===== src/rtl/output_port_arbiter_if.sv =====
// Output-port arbiter bus: input-buffer front flits in, forwarded flit out.
// Carries no state itself; timing is set by output_port_arbiter.
// Backpressure comes from down_on_i; read_o pops the granted buffer.
interface output_port_arbiter_if #(
    parameter int N_PORTS = 5,
    parameter int FLIT_W  = 32
);
    localparam int OW = (N_PORTS > 1) ? $clog2(N_PORTS) : 1;

    logic [N_PORTS-1:0]        buf_empty_i;
    logic [N_PORTS*FLIT_W-1:0] flit_i;
    logic                      down_on_i;
    logic [N_PORTS-1:0]        read_o;
    logic [FLIT_W-1:0]         flit_o;
    logic                      flit_valid_o;
    logic [OW-1:0]             owner_o;
    logic                      busy_o;
    logic                      err_o;

    // Environment side: drives buffer state and downstream on/off.
    modport master (
        output buf_empty_i, flit_i, down_on_i,
        input  read_o, flit_o, flit_valid_o, owner_o, busy_o, err_o
    );

    // Arbiter side.
    modport slave (
        input  buf_empty_i, flit_i, down_on_i,
        output read_o, flit_o, flit_valid_o, owner_o, busy_o, err_o
    );
endinterface


===== src/rtl/output_port_arbiter.sv =====
// Round-robin wormhole arbiter granting one output port to N input buffers.
// Latency: read_o combinational, forwarded flit registered one cycle later.
// Backpressure: down_on_i=0 freezes grants and state; owner keeps the port.
module output_port_arbiter #(
    parameter int N_PORTS = 5,
    parameter int FLIT_W  = 32
) (
    input  logic                 clk,
    input  logic                 rst,
    output_port_arbiter_if.slave port_if
);
    localparam int PW = (N_PORTS > 1) ? $clog2(N_PORTS) : 1;
    localparam int SW = PW + 1;

    localparam logic [1:0] T_HEAD = 2'b00;
    localparam logic [1:0] T_BODY = 2'b01;
    localparam logic [1:0] T_TAIL = 2'b10;
    localparam logic [1:0] T_HT   = 2'b11;

    typedef enum logic {IDLE, LOCKED} state_t;

    state_t              state;
    logic [PW-1:0]       rr_ptr;
    logic [PW-1:0]       owner;
    logic                busy;
    logic                err;
    logic [FLIT_W-1:0]   flit_out;
    logic                flit_valid;

    logic [FLIT_W-1:0]   flits [N_PORTS];
    logic [1:0]          ftype [N_PORTS];
    logic [N_PORTS-1:0]  eligible;
    logic [N_PORTS-1:0]  stray;
    logic                found;
    logic [PW-1:0]       winner;
    logic [SW-1:0]       sum;
    logic [N_PORTS-1:0]  grant;
    logic [FLIT_W-1:0]   sel_flit;
    logic [1:0]          sel_type;

    // Split the flat flit bus and classify each buffer's front flit.
    always_comb begin
        for (int k = 0; k < N_PORTS; k++) begin
            flits[k]    = port_if.flit_i[k*FLIT_W +: FLIT_W];
            ftype[k]    = flits[k][FLIT_W-1:FLIT_W-2];
            eligible[k] = !port_if.buf_empty_i[k] && (ftype[k] == T_HEAD || ftype[k] == T_HT);
            stray[k]    = !port_if.buf_empty_i[k] && (ftype[k] == T_BODY || ftype[k] == T_TAIL);
        end
    end

    // First eligible port scanning from rr_ptr, wrapping modulo N_PORTS.
    always_comb begin
        found  = 1'b0;
        winner = '0;
        sum    = '0;
        for (int i = 0; i < N_PORTS; i++) begin
            sum = {1'b0, rr_ptr} + SW'(i);
            if (sum >= SW'(N_PORTS)) begin
                sum = sum - SW'(N_PORTS);
            end
            if (!found && eligible[sum[PW-1:0]]) begin
                found  = 1'b1;
                winner = sum[PW-1:0];
            end
        end
    end

    // Grant: new winner when idle, only the owner when locked, nothing in reset.
    always_comb begin
        grant    = '0;
        sel_flit = '0;
        if (!rst && port_if.down_on_i) begin
            if (state == IDLE) begin
                if (found) begin
                    grant[winner] = 1'b1;
                    sel_flit      = flits[winner];
                end
            end else begin
                if (!port_if.buf_empty_i[owner]) begin
                    grant[owner] = 1'b1;
                    sel_flit     = flits[owner];
                end
            end
        end
        sel_type = sel_flit[FLIT_W-1:FLIT_W-2];
    end

    // Packet-lock FSM with registered forwarding path and sticky error.
    always_ff @(posedge clk) begin
        if (rst) begin
            state      <= IDLE;
            rr_ptr     <= '0;
            owner      <= '0;
            busy       <= 1'b0;
            err        <= 1'b0;
            flit_out   <= '0;
            flit_valid <= 1'b0;
        end else begin
            flit_valid <= |grant;
            if (|grant) begin
                flit_out <= sel_flit;
            end
            if (port_if.down_on_i) begin
                case (state)
                    IDLE: begin
                        // A body/tail at a buffer front with no open packet is orphaned.
                        if (|stray) begin
                            err <= 1'b1;
                        end
                        if (found) begin
                            rr_ptr <= (winner == PW'(N_PORTS - 1)) ? '0 : winner + 1'b1;
                            if (sel_type == T_HEAD) begin
                                state <= LOCKED;
                                owner <= winner;
                                busy  <= 1'b1;
                            end
                        end
                    end
                    LOCKED: begin
                        if (!port_if.buf_empty_i[owner]) begin
                            if (sel_type == T_TAIL) begin
                                state <= IDLE;
                                busy  <= 1'b0;
                            end else if (sel_type != T_BODY) begin
                                // Stray head inside a packet: flag it but keep the lock.
                                err <= 1'b1;
                            end
                        end
                    end
                endcase
            end
        end
    end

    assign port_if.read_o       = grant;
    assign port_if.flit_o       = flit_out;
    assign port_if.flit_valid_o = flit_valid;
    assign port_if.owner_o      = owner;
    assign port_if.busy_o       = busy;
    assign port_if.err_o        = err;

endmodule

===== src/flat_wrapper.sv =====
// flat-port wrapper written by rule: the top's interface ports become plain ports
module output_port_arbiter_flat 
#(
    parameter int N_PORTS = 5,
    parameter int FLIT_W  = 32
)
  (clk, rst, port_if_buf_empty_i, port_if_flit_i, port_if_down_on_i, port_if_read_o, port_if_flit_o, port_if_flit_valid_o, port_if_owner_o, port_if_busy_o, port_if_err_o);
  output_port_arbiter_if #(.N_PORTS(N_PORTS), .FLIT_W(FLIT_W)) port_if_i ();
  input  logic clk;
  input  logic rst;
  input wire logic [$bits(port_if_i.buf_empty_i)-1:0] port_if_buf_empty_i;
  input wire logic [$bits(port_if_i.flit_i)-1:0] port_if_flit_i;
  input wire logic [$bits(port_if_i.down_on_i)-1:0] port_if_down_on_i;
  output wire logic [$bits(port_if_i.read_o)-1:0] port_if_read_o;
  output wire logic [$bits(port_if_i.flit_o)-1:0] port_if_flit_o;
  output wire logic [$bits(port_if_i.flit_valid_o)-1:0] port_if_flit_valid_o;
  output wire logic [$bits(port_if_i.owner_o)-1:0] port_if_owner_o;
  output wire logic [$bits(port_if_i.busy_o)-1:0] port_if_busy_o;
  output wire logic [$bits(port_if_i.err_o)-1:0] port_if_err_o;
  assign port_if_i.buf_empty_i = port_if_buf_empty_i;
  assign port_if_i.flit_i = port_if_flit_i;
  assign port_if_i.down_on_i = port_if_down_on_i;
  assign port_if_read_o = port_if_i.read_o;
  assign port_if_flit_o = port_if_i.flit_o;
  assign port_if_flit_valid_o = port_if_i.flit_valid_o;
  assign port_if_owner_o = port_if_i.owner_o;
  assign port_if_busy_o = port_if_i.busy_o;
  assign port_if_err_o = port_if_i.err_o;
  output_port_arbiter #(.N_PORTS(N_PORTS), .FLIT_W(FLIT_W)) u_core (.clk(clk), .rst(rst), .port_if(port_if_i));
endmodule

===== config.mk =====
export PLATFORM = sky130hd
export DESIGN_NAME = output_port_arbiter_flat
export DESIGN_NICKNAME = d
export VERILOG_FILES = /design/src/rtl/output_port_arbiter_if.sv /design/src/rtl/output_port_arbiter.sv /design/src/flat_wrapper.sv
export SDC_FILE = /design/constraint.sdc
export NUM_CORES = 1
export LEC_CHECK = 0
export CELL_PAD_IN_SITES_DETAIL_PLACEMENT = 1
export CELL_PAD_IN_SITES_GLOBAL_PLACEMENT = 1
export CORE_UTILIZATION = 32
export DETAILED_ROUTE_END_ITERATION = 8
export PLACE_DENSITY_LB_ADDON = 0.12
export RECOVER_POWER = 25
export SLEW_MARGIN = 20
export SYNTH_ARGS = -nofsm -noshare
export SYNTH_HDL_FRONTEND = slang
export SYNTH_SLANG_ARGS = --single-unit
export TNS_END_PERCENT = 1

===== constraint.sdc =====
create_clock -name clk -period 5.7 [get_ports clk]
set_clock_uncertainty 0.1 [all_clocks]
set_input_delay 0.57 -clock clk [delete_from_list [all_inputs] [get_ports clk]]
set_output_delay 0.57 -clock clk [all_outputs]
set_load 0.01 [all_outputs]

---- Word-level counts from Yosys, hierarchy flattened ----
Index checks and enable logic that the tools add are counted.
cells by class
  add/sub/neg operators ................... 10
  $lt $le $gt $ge ......................... 16
  eq/ne operators ......................... 25
  multiplexer cells ....................... 61
  bitwise gates (word level) .............. 3
  reductions and logical operators ........ 49
operator list
  operator               number
  $mux W32               8
  $bmux W32 S3           2
  $mux W3                11
  $lt A3 B4 Y1 const B   7
  $mux W1                25
  $eq A2 B2 Y1 const B   11
  $mux W5                4
  $bmux W1 S3            6
  $logic_and A1 B1 Y1    17
  $ge A4 B3 Y1 const B   4
  $sub A3 B3 Y3 const B  5
  $logic_not A2 Y1       6
  $ne A2 B2 Y1 const B   6
  $eq A2 B1 Y1 const B   5
  $logic_not A1 Y1       10
  $logic_or A1 B1 Y1     10
  $reduce_and A5 Y1      2
  $reduce_or A5 Y1       2
  $add A3 B2 Y4 const B  2
  $ge A4 B4 Y1 const B   2
  $not A3 Y4             2
  $demux W1 S3           2
  $ge A3 B1 Y1 const B   2
  $pmux W1 S2            3
  9 further kinds        10
storage, ports and cells
  register bits after elaboration ......... 42
  bits of input ports ..................... 168
  output and inout bits ................... 43
  logic and storage cells ................. 171

---- Longest topological paths before layout ----
  depth in word-level cells ............... 30
  depth in mapped cells ................... 20
  gate-level depth less buffers ........... 17

---- Worst setup path before layout ----
Ideal clock, no wire load.
  kind .................................... reg-to-output
  start ................................... register u_core.rr_ptr[1]
  end ..................................... output port port_if_read_o[3]
  arrival time ............................ 4.030 ns
  required time ........................... 5.030 ns
  setup slack ............................. 1.000 ns
  stages on the path, launching flop included .. 19
  path buffers ............................ 4
  path through ............................ dfxtp_1 > buf_2 > inv_1 > ha_1 > ha_1 > buf_2 > inv_1 > o31ai_1 > xnor2_1 > mux2i_1 > o221a_2 > a221oi_1 > o41a_1 > o21ai_2 > inv_2 > buf_2 > buf_1 > nor3_1 > o21a_1
on the way
  cells in the longest elaborated chain, start to end .. 24
  elaborated cells between the ends (all ways) .. 55
  classes of those cells .................. add/sub (9); order compare (7); mux (30); reduce/logical (9)
ends and longest elaborated chain
  what                                                    RTL line                    RTL
  from (decl)                                             output_port_arbiter.sv:23   logic [PW-1:0] rr_ptr;
  from (signal assigned)                                  output_port_arbiter.sv:111  rr_ptr <= (winner == PW'(N_PORTS - 1)) ? '0 : winner + 1'b1;
  branches (longest 21 deep; another with $add A3 B1 Y4)  --
  $mux W5 *                                               output_port_arbiter.sv:74   if (found) begin
  $mux W5 *                                               output_port_arbiter.sv:73   if (state == IDLE) begin
  $mux W5 *                                               output_port_arbiter.sv:72   if (!rst && port_if.down_on_i) begin
  to (decl)                                               flat_wrapper.sv:14          output wire logic [$bits(port_if_i.read_o)-1:0] port_if_read_o;
Mark *: on every way between the ends. The select of a mux whose other input is x is not followed.

---- Final worst setup path ----
  start ................................... register u_core.rr_ptr[1]
  end ..................................... output port port_if_read_o[0]
Same word-level chain as after synthesis.

==> flow_summary.yaml <==
synthesis:
  syn_inst: 729
  netlist_area_sq_um: 5620
  ys_ff_latch: 42
  synth_top_area_cell: "dfxtp_1"
  synth_fp_nets: 907
  ys_seq_area_share_pct: 14.9
  avgSynthCellArea_sq_um: 7.71
  yosys_warnings: 0
  ys.flop_type: "dfxtp_1"
  synth.area.top_cells: "dfxtp_1 15%, mux4_2 9.6%, mux2i_1 8.7%"
  synth_edf_count: 0
  ys_types: 69
  yosysMostFrequentCell: "a21oi_1"
  synth_top_area_share_pct: 14.9
  async_flop_share_pct: 0
  synth_common_cells: "67 x a21oi_1, 66 x nand2_1, 54 x nor2_1"
die:
  core_sq_um: 17200
  fp.dieArea_sq_um: 18100
  rows: 48
  die_w_microns: 135
  die_y_microns: 135
  initial_core_util_pct: 32.6
  io_pins: 211
layout:
  n_antenna_cell: 0
  drive_above_1_share_pct: 9.83
  nNetsFinal: 1093
  final_cell_area_sq_um: 8190
  area_growth_pct: 45.5
timing:
  fin_crit_ns: 5.47
  hold-worst-slack_ns: 0.377
  rsz0062_at_grt: "true"
  fmax_ghz: 0.183
  relSlewSlack_pct: 40.1
  maxSlewViolCount: 0
  worst_slew_pin_slew_ns: 0.899
  setup_viol: 0
  period_share_pct: 96.0
  hold_viol_final: 0
critical_path:
  critPathArrivalTime_ns: 4.80
  critPathMaxFanout: 12
  crit_type: "reg -> out"
  r2r_cells: 14
  startpoint_type: "flip-flop"
  worstPathRequired_ns: 5.03
  end_kind: "output pin"
clock_tree:
  post_cts_buffers: 0
  clk_root_buffer_cell: "clkbuf_16"
  postCtsHoldBufs: 0
  path_clk_slew_ns: 0.07
  cts-buffers-inserted: 5
  htree_levels: 2
  clockBufferDepth: 2
  cts_tree: "done"
  insertion_delay_ns: 0.31
  cts.sink_count: 42
drt:
  drc: 0
  route.vias.total: 6940
  via_per_inst: 6.08
  final_antenna_net_count: 0
  wl_per_cell_microns: 22.0
  drtIter0Drc: 314
  first_pass_iters: 5
  wl_mm: 25.1
grt:
  grt_pass1_vias: 7114
  grt_usage_pct: 27.5
  antenna_found_initial: 0
  grt_overflow: 0
  grt_pass1_wl_mm: 38.7
  grt_max_degree: 52
placed_design:
  dp.final_hpwl_mm: 18.8
  gp_congestion: 0.913
  placed_area_sq_um: 8010
  io_buffer_count: 210
min_path:
  hp-class: "reg -> reg"
  hold_path_depth: 2
power_and_ir_drop:
  power_density_nw_per_um2: 596
  peakVddDrop_mv: 0.484
  total_leakage_power_nw: 3.21
flow_run:
  drv_cap: 0
status:
  status: "finished clean"
[cells in the final DEF, fill, tap and decap left out, types with 6 or more instances in the layout]
master and n:
nor3_1 6, inv_1 26, a32oi_1 23, a211oi_1 6, a21o_1 23, mux4_2 24, buf_4 30, and3_1 17
a32o_1 12, dlygate4sd3_1 21, mux2i_1 49, a221o_1 22, o21ai_0 32, xnor2_1 8, nand2_1 66, dfxtp_1 39
o2111ai_1 12, nand2b_1 19, o22ai_1 20, nor2_1 54, nand3_1 11, and2_1 8, nor2b_1 30, a21oi_1 67
ha_1 8, clkdlybuf4s50_1 188
[per-layer routing]
layer | track usage, % | share of wire [%]
met1 | 34.4 | 43
met2 | 47.7 | 49
met3 | 5.59 | 6.6
met4 | 7.49 | 1.9
met5 | 0 | 0
[flip-flops by register name, summed over array words and instances, names as in the netlist]
signal	count
u_core.port_if.owner_o	3
u_core.port_if.busy_o	1
u_core.port_if.flit_valid_o	1
u_core.port_if.flit_o	32
u_core.rr_ptr	3
u_core.port_if.err_o	1
u_core.state	1
[critical path, cell delays in order (launching register included)]
cell             delay (ns)
dfxtp_1                0.43
inv_1                  0.23
ha_1                   0.34
a221o_1                0.52
a221o_1                0.31
a41o_1                 0.27
or3_4                  0.43
or3_1                  0.43
a211o_1                0.29
o21a_2                 0.15
inv_2                  0.23
nand4_1                0.12
o41ai_1                0.09
clkdlybuf4s50_1        0.65
[final timing paths]
check                       startpoint  slack [ns]                   endpoint
min          u_core.port_if.flit_o[20]        0.38  u_core.port_if.flit_o[20]
max                   u_core.rr_ptr[1]        0.23          port_if_read_o[0]
max reg2reg           u_core.rr_ptr[1]        0.36   u_core.port_if.flit_o[6]
min reg2reg  u_core.port_if.flit_o[20]        0.38  u_core.port_if.flit_o[20]
[through the flow]
step	setup TNS [ns]	setup slack, ns	util (%)	instances	total power, W
floorplan	0	1.00	-	729	0.00320
global placement	0	0.433	46.5	1133	0.00439
detailed placement	0	0.271	46.5	1133	0.00452
CTS	0	0.0831	47.3	1141	0.00486
global route	-0.00701	-0.00701	47.5	1141	0.00522
finish	0	0.226	47.5	1141	0.00488
[what timing repair did]
| item | 4_1_cts | 5_1_grt |
|---|---|---|
| endpoints found under the hold margin | 0 | 0 |
| resized for setup | 0 | 7 |
| endpoints found under the setup margin | 0 | 27 |
[cell families (layout without fill, tap and decap cells)]
kind of cell               Yosys count  after routing  share of synthesized area, %
adders and majority gates           10             10                          2.36
xor gates and xnor gates             8              8                          1.25
DFF                                 42             42                          15.0
buffers and inverters               93            280                          6.83
and+or+nand+nor                    225            225                          19.6
muxes                               81             81                          19.9
AOI/OAI and AO/OA                  270            270                          35.1
[power breakdown]
part,internal (W),switching (W)
combinational,0.00169,0.00239
clock,0.000174,0.000143
sequential,0.000394,0.0000909
total,0.00225,0.00262
[area by class of cell]
class	instances	area, sq um
inverters	32	120
multi-input cells	594	4460
clock buffers	6	139
well taps	225	282
flip-flops and latches	42	845
repair buffers	240	2330
fillers	2048	9050
clock inverters	2	12.5
(Power assumes the default switching activity.)
